### src/rtl/debounce_bank_pkg.sv
// Shared types and sizing helper for the push-button debouncer bank.
// Optional build macro: DEBOUNCE_AUTOREPEAT_EN (auto-repeat press pulses).
package debounce_pkg;

  typedef enum logic {DB_STABLE, DB_COUNTING} db_state_t;

  // Counter width covering the largest of the debounce and repeat intervals.
  function automatic int cnt_width(int debounce_cycles, int repeat_delay, int repeat_period);
    int m;
    m = debounce_cycles;
    if (repeat_delay > m) m = repeat_delay;
    if (repeat_period > m) m = repeat_period;
    return (m < 2) ? 1 : $clog2(m);
  endfunction

endpackage

### src/rtl/debounce_bank_if.sv
// Button bank bus: raw inputs toward the debouncer, qualified levels and pulses back out.
interface debounce_bank_if #(
  parameter int N_CH = 4
);
  logic [N_CH-1:0] btn_in;
  logic [N_CH-1:0] btn_level;
  logic [N_CH-1:0] btn_press;
  logic [N_CH-1:0] btn_release;
  logic            any_press;

  modport master (
    output btn_in,
    input  btn_level, btn_press, btn_release, any_press
  );

  modport slave (
    input  btn_in,
    output btn_level, btn_press, btn_release, any_press
  );
endinterface

### src/rtl/debounce_bank_channel.sv
// One debounced button: synchroniser, stability FSM/counter, registered press/release pulses.
// With DEBOUNCE_AUTOREPEAT_EN defined, a hold counter re-fires the press pulse while held.
module debounce_channel
  import debounce_pkg::*;
#(
  parameter int   DEBOUNCE_CYCLES = 50_000_000,
  parameter int   SYNC_STAGES     = 2,
  parameter logic ACTIVE_LEVEL    = 1'b1,
  parameter int   REPEAT_DELAY    = 25_000_000,
  parameter int   REPEAT_PERIOD   = 5_000_000
) (
  input  logic clk,
  input  logic rst_n,
  input  logic i_btn,
  output logic o_level,
  output logic o_press,
  output logic o_release
);

  localparam int CW = cnt_width(DEBOUNCE_CYCLES, REPEAT_DELAY, REPEAT_PERIOD);
  localparam logic [CW-1:0] CNT_LAST = CW'(DEBOUNCE_CYCLES - 1);
  localparam logic [CW-1:0] CNT_ONE  = CW'(1);

  logic [SYNC_STAGES-1:0] r_sync;
  db_state_t              r_state;
  logic [CW-1:0]          r_cnt;
  logic                   r_level;
  logic                   r_press;
  logic                   r_release;
  logic                   w_s;

`ifdef DEBOUNCE_AUTOREPEAT_EN
  // Reloading to DELAY-PERIOD after each repeat makes later repeats PERIOD apart.
  localparam logic [CW-1:0] HOLD_LAST   = CW'(REPEAT_DELAY - 1);
  localparam logic [CW-1:0] HOLD_RELOAD = CW'(REPEAT_DELAY - REPEAT_PERIOD);
  logic [CW-1:0] r_hold;
`endif

  assign w_s = (r_sync[SYNC_STAGES-1] == ACTIVE_LEVEL);

  always_ff @(posedge clk or negedge rst_n) begin
    if (!rst_n) begin
      r_sync    <= {SYNC_STAGES{~ACTIVE_LEVEL}};
      r_state   <= DB_STABLE;
      r_cnt     <= '0;
      r_level   <= 1'b0;
      r_press   <= 1'b0;
      r_release <= 1'b0;
`ifdef DEBOUNCE_AUTOREPEAT_EN
      r_hold    <= '0;
`endif
    end else begin
      r_sync    <= {r_sync[SYNC_STAGES-2:0], i_btn};
      r_press   <= 1'b0;
      r_release <= 1'b0;
`ifdef DEBOUNCE_AUTOREPEAT_EN
      if (r_level) begin
        if (r_hold == HOLD_LAST) begin
          r_hold  <= HOLD_RELOAD;
          r_press <= 1'b1;
        end else begin
          r_hold  <= r_hold + CNT_ONE;
        end
      end else begin
        r_hold <= '0;
      end
`endif
      unique case (r_state)
        DB_STABLE: begin
          if (w_s != r_level) begin
            r_state <= DB_COUNTING;
            r_cnt   <= CNT_ONE;
          end else begin
            r_cnt   <= '0;
          end
        end
        DB_COUNTING: begin
          if (w_s == r_level) begin
            r_state <= DB_STABLE;
            r_cnt   <= '0;
          end else if (r_cnt == CNT_LAST) begin
            // Accept: a release here also overrides any repeat pulse due this cycle.
            r_level   <= w_s;
            r_state   <= DB_STABLE;
            r_cnt     <= '0;
            r_press   <= w_s;
            r_release <= ~w_s;
`ifdef DEBOUNCE_AUTOREPEAT_EN
            r_hold    <= '0;
`endif
          end else begin
            r_cnt <= r_cnt + CNT_ONE;
          end
        end
        default: begin
          r_state <= DB_STABLE;
          r_cnt   <= '0;
        end
      endcase
    end
  end

  assign o_level   = r_level;
  assign o_press   = r_press;
  assign o_release = r_release;

endmodule

### src/rtl/debounce_bank.sv
// N-channel front-panel button debouncer; one independent channel per input plus an any-press flag.
// Optional build macro: DEBOUNCE_AUTOREPEAT_EN (auto-repeat press pulses while held).
module debounce_bank
  import debounce_pkg::*;
#(
  parameter int   N_CH            = 4,
  parameter int   DEBOUNCE_CYCLES = 50_000_000,
  parameter int   SYNC_STAGES     = 2,
  parameter logic ACTIVE_LEVEL    = 1'b1,
  parameter int   REPEAT_DELAY    = 25_000_000,
  parameter int   REPEAT_PERIOD   = 5_000_000
) (
  input  logic           clk,
  input  logic           rst_n,
  debounce_bank_if.slave bus
);

  logic [N_CH-1:0] w_level;
  logic [N_CH-1:0] w_press;
  logic [N_CH-1:0] w_release;

  for (genvar g = 0; g < N_CH; g++) begin : g_ch
    debounce_channel #(
      .DEBOUNCE_CYCLES (DEBOUNCE_CYCLES),
      .SYNC_STAGES     (SYNC_STAGES),
      .ACTIVE_LEVEL    (ACTIVE_LEVEL),
      .REPEAT_DELAY    (REPEAT_DELAY),
      .REPEAT_PERIOD   (REPEAT_PERIOD)
    ) u_ch (
      .clk       (clk),
      .rst_n     (rst_n),
      .i_btn     (bus.btn_in[g]),
      .o_level   (w_level[g]),
      .o_press   (w_press[g]),
      .o_release (w_release[g])
    );
  end

  assign bus.btn_level   = w_level;
  assign bus.btn_press   = w_press;
  assign bus.btn_release = w_release;
  assign bus.any_press   = |w_press;

endmodule

### src/flat_wrapper.sv
// flat-port wrapper written by rule: the top's interface ports become plain ports
module debounce_bank_flat import debounce_pkg::*;
#(
  parameter int   N_CH            = 4,
  parameter int   DEBOUNCE_CYCLES = 50_000_000,
  parameter int   SYNC_STAGES     = 2,
  parameter logic ACTIVE_LEVEL    = 1'b1,
  parameter int   REPEAT_DELAY    = 25_000_000,
  parameter int   REPEAT_PERIOD   = 5_000_000
)
  (clk, rst_n, bus_btn_in, bus_btn_level, bus_btn_press, bus_btn_release, bus_any_press);
  debounce_bank_if #(.N_CH(N_CH)) bus_i ();
  input  logic clk;
  input  logic rst_n;
  input wire logic [$bits(bus_i.btn_in)-1:0] bus_btn_in;
  output wire logic [$bits(bus_i.btn_level)-1:0] bus_btn_level;
  output wire logic [$bits(bus_i.btn_press)-1:0] bus_btn_press;
  output wire logic [$bits(bus_i.btn_release)-1:0] bus_btn_release;
  output wire logic [$bits(bus_i.any_press)-1:0] bus_any_press;
  assign bus_i.btn_in = bus_btn_in;
  assign bus_btn_level = bus_i.btn_level;
  assign bus_btn_press = bus_i.btn_press;
  assign bus_btn_release = bus_i.btn_release;
  assign bus_any_press = bus_i.any_press;
  debounce_bank #(.N_CH(N_CH), .DEBOUNCE_CYCLES(DEBOUNCE_CYCLES), .SYNC_STAGES(SYNC_STAGES), .ACTIVE_LEVEL(ACTIVE_LEVEL), .REPEAT_DELAY(REPEAT_DELAY), .REPEAT_PERIOD(REPEAT_PERIOD)) u_core (.clk(clk), .rst_n(rst_n), .bus(bus_i));
endmodule
### config.mk
export PLATFORM = sky130hd
export DESIGN_NAME = debounce_bank_flat
export DESIGN_NICKNAME = d
export VERILOG_FILES = /design/src/rtl/debounce_bank_pkg.sv /design/src/rtl/debounce_bank_if.sv /design/src/rtl/debounce_bank_channel.sv /design/src/rtl/debounce_bank.sv /design/src/flat_wrapper.sv
export SDC_FILE = /design/constraint.sdc
export NUM_CORES = 1
export LEC_CHECK = 0
export BUFFER_PORTS_ARGS = -buffer_cell sky130_fd_sc_hd__buf_2
export CAP_MARGIN = 20
export CORE_MARGIN = 2
export CORE_UTILIZATION = 35
export CTS_CLUSTER_DIAMETER = 30
export DETAILED_ROUTE_END_ITERATION = 12
export GPL_TIMING_DRIVEN = 1
export PLACE_DENSITY = 0.51
export SLEW_MARGIN = 25
export SYNTH_ARGS = -nofsm -noshare
export SYNTH_HDL_FRONTEND = slang
export SYNTH_SLANG_ARGS = --single-unit
### constraint.sdc
create_clock -name clk -period 3.75 [get_ports clk]
set_input_delay 0.75 -clock clk [delete_from_list [all_inputs] [get_ports clk]]
set_output_delay 0.75 -clock clk [all_outputs]
set_load 0.01 [all_outputs]
==> results.ini <==
[run_status]
outcome = finished clean

[clock_tree]
clk_latency_ns = 0.42
cts_num_sinks = 128
htree_levels = 4
cts_buffers = 17
cts-root-buf = clkbuf_16
post_cts_buffers = 0
path_clk_slew_ns = 0.05
post_cts_resize_count = 0
cts_hold_buf = 0
clk_path_buf_depth = 2
cts_tree = yes

[sta]
skew_ns = 0.008950
max_slew_margin_pct = 45.29
hold_viol_final = 0
fmax_mhz = 414.9
timing.final.ws_setup_ns = 1.340
layout_min_cycle_time_ns = 2.410
rsz0062_at_grt = no
setup_tns_ns = 0
slew_violations = 0
finalCritPeriodShare_pct = 64.28
setup_viol = 0
max_slew.worst_pin.slew_ns = 0.8206

[placed_design]
dpl-instance-area_um2 = 6608
hpwl_um = 8942
dpl_worst_slack_ns = 1.318
dp_cells = 865
io_buffer_count = 18
place_congestion = 0.7838

[setup_path]
end_kind = flop
required_ns = 4.01
crit_buf_inv = 0
crit_path_max_fanout = 22
critPathKind = flop to flop
critPathTopFamily = simple AND/OR/NAND/NOR gates
crit_chain = or4b_1 -> or4_4 -> o21bai_4 -> a21oi_1
slowest_delay_ns = 0.59
arrival_ns = 2.67
slowest_stage = or4_4
startpoint_type = flop

[synthesis]
yosys-top-cells-area = dfrtp_1 (50%), xnor2_1 (4.1%), a21oi_1 (4.1%)
synth-edff-count = 0
synth_flop_cell = dfrtp_1
syn-instance-count = 643
ys_top_cells_by_count = dfrtp_1 (128), a21oi_1 (52), nor2_1 (50)
synth.most_common_cell = dfrtp_1
syn_area_um2 = 6369
synth_top_area_share_pct = 50.29
syn_area_per_cell_um2 = 9.905
yosys_warnings = 0
netlist-cell-type-count = 49
yosys.area.top_type = dfrtp_1
ys_async_sr_fraction_pct = 100.0
syn-num-nets = 653
synth-seq-cells = 128
ys_seq_area_share_pct = 50.29

[detailed_routing]
via_count = 4884
dr.pass1.iters = 5
drtIter0Drc = 252
vias_per_cell = 5.445
routedWlPerCell_um = 15.05
wl_um = 13500
drc = 0
ant_nets = 0

[grt]
track_usage_pct = 14.64
grt_max_degree = 101
grt_pass1_vias = 4793
grt_first_pass_wirelength_um = 23180
grt_overflow_total = 0
grt_antenna_before_repair = 0

[layout]
final_cells = 897
final_cell_area_um2 = 7237
layout-drive-gt1-share_pct = 11.98
multi_input_area_um2 = 2920
area_growth_pct = 13.63
n_fill_cell = 1757
final-seq-area_um2 = 3203
layout.nets = 665
antennaDiodeCount = 0

[die]
io_pins = 19
rows = 49
core_area_um2 = 17900
die_w_um = 138.9
start_util_pct = 35.57
dieArea_um2 = 19290
die_h_um = 138.9

[power_and_ir_drop]
p_leak_nw = 2.823
peakVddDrop_mv = 0.3027
cellPowerDensity_nw_per_um2 = 444.6
total_power_mw = 3.218

[job]
max_cap_viol_count = 0

[hold_path]
holdCritPathClass = flop to flop

## stage by stage
step / hold WS, ns / util (%)
after global placement: 0.3359 / 36.91
after CTS: 0.3503 / 40.41
after floorplan: 0.3312 / -
after detailed placement: 0.3379 / 36.91
final: 0.3482 / 40.42
after global routing: 0.3604 / 40.42
## final cells by class
cell class	count	area share [%]
Sequential cell	128	44.26
Multi-Input combinational cell	467	40.35
Clock buffer	23	6.881
Tap cell	229	3.959
Clock inverter	9	1.781
Timing Repair Buffer	22	1.781
Inverter	19	0.9855
## routing by layer
metal,global-route usage (%),vias up,part of all wire [%]
met3,3.453,13,2.7
li1,-,2377,-
met1,19.76,2446,49
met2,23.23,48,47
met5,0,-,0
met4,5.051,0,1.3
## placed cells by master, fill, tap and decap left out, types with 19 or more instances in the layout
master / n
or3_1: 27
nor2_1: 50
inv_1: 19
dfrtp_1: 128
or4_1: 26
xnor2_1: 30
and3_1: 20
nand2_1: 25
o21ai_0: 27
nand3_1: 44
o31ai_1: 20
nand4_1: 34
xor2_1: 23
a21oi_1: 52
## registers in the layout (all words and copies together), names as in the netlist
name                        cells
u_core.g_ch.u_ch.o_level        4
u_core.g_ch.u_ch.o_press        4
u_core.g_ch.u_ch.o_release      4
u_core.g_ch.u_ch.r_cnt        104
u_core.g_ch.u_ch.r_state        4
u_core.g_ch.u_ch.r_sync         8
## cell families after synthesis
family	Yosys count	share of synthesized area (%)
XOR/XNOR	53	7.289
buffers and inverters	48	3.851
flip-flops	128	50.29
adder cells (fa/ha/maj)	4	0.7859
multiplexers	4	0.7072
AO/OA/AOI/OAI	109	10.00
AND/OR/NAND/NOR	297	27.07
## worst paths after layout
path / startpoint / endpoint / slack (ns) / depth (start not counted)
max in group asynchronous: rst_n / u_core.g_ch[3].u_ch.r_cnt[9] / 2.56 / 2
max reg2reg: u_core.g_ch[0].u_ch.r_cnt[8] / u_core.g_ch[0].u_ch.r_cnt[16] / 1.34 / 4
min: u_core.g_ch[0].u_ch.r_sync[0] / u_core.g_ch[0].u_ch.r_sync[1] / 0.35 / 0
max: u_core.g_ch[0].u_ch.r_cnt[8] / u_core.g_ch[0].u_ch.r_cnt[16] / 1.34 / 4
min reg2reg: u_core.g_ch[0].u_ch.r_sync[0] / u_core.g_ch[0].u_ch.r_sync[1] / 0.35 / 0
min in group asynchronous: rst_n / u_core.g_ch[2].u_ch.r_sync[1] / 0.42 / 1
## where the power goes
group	internal [mW]	total (mW)	switching, mW
Combinational	0.0186	0.0756	0.0570
Clock	1.13	1.74	0.604
Sequential	1.39	1.41	0.0124
Total	2.54	3.22	0.673
Note: power is estimated with default switching activity, not from simulation.
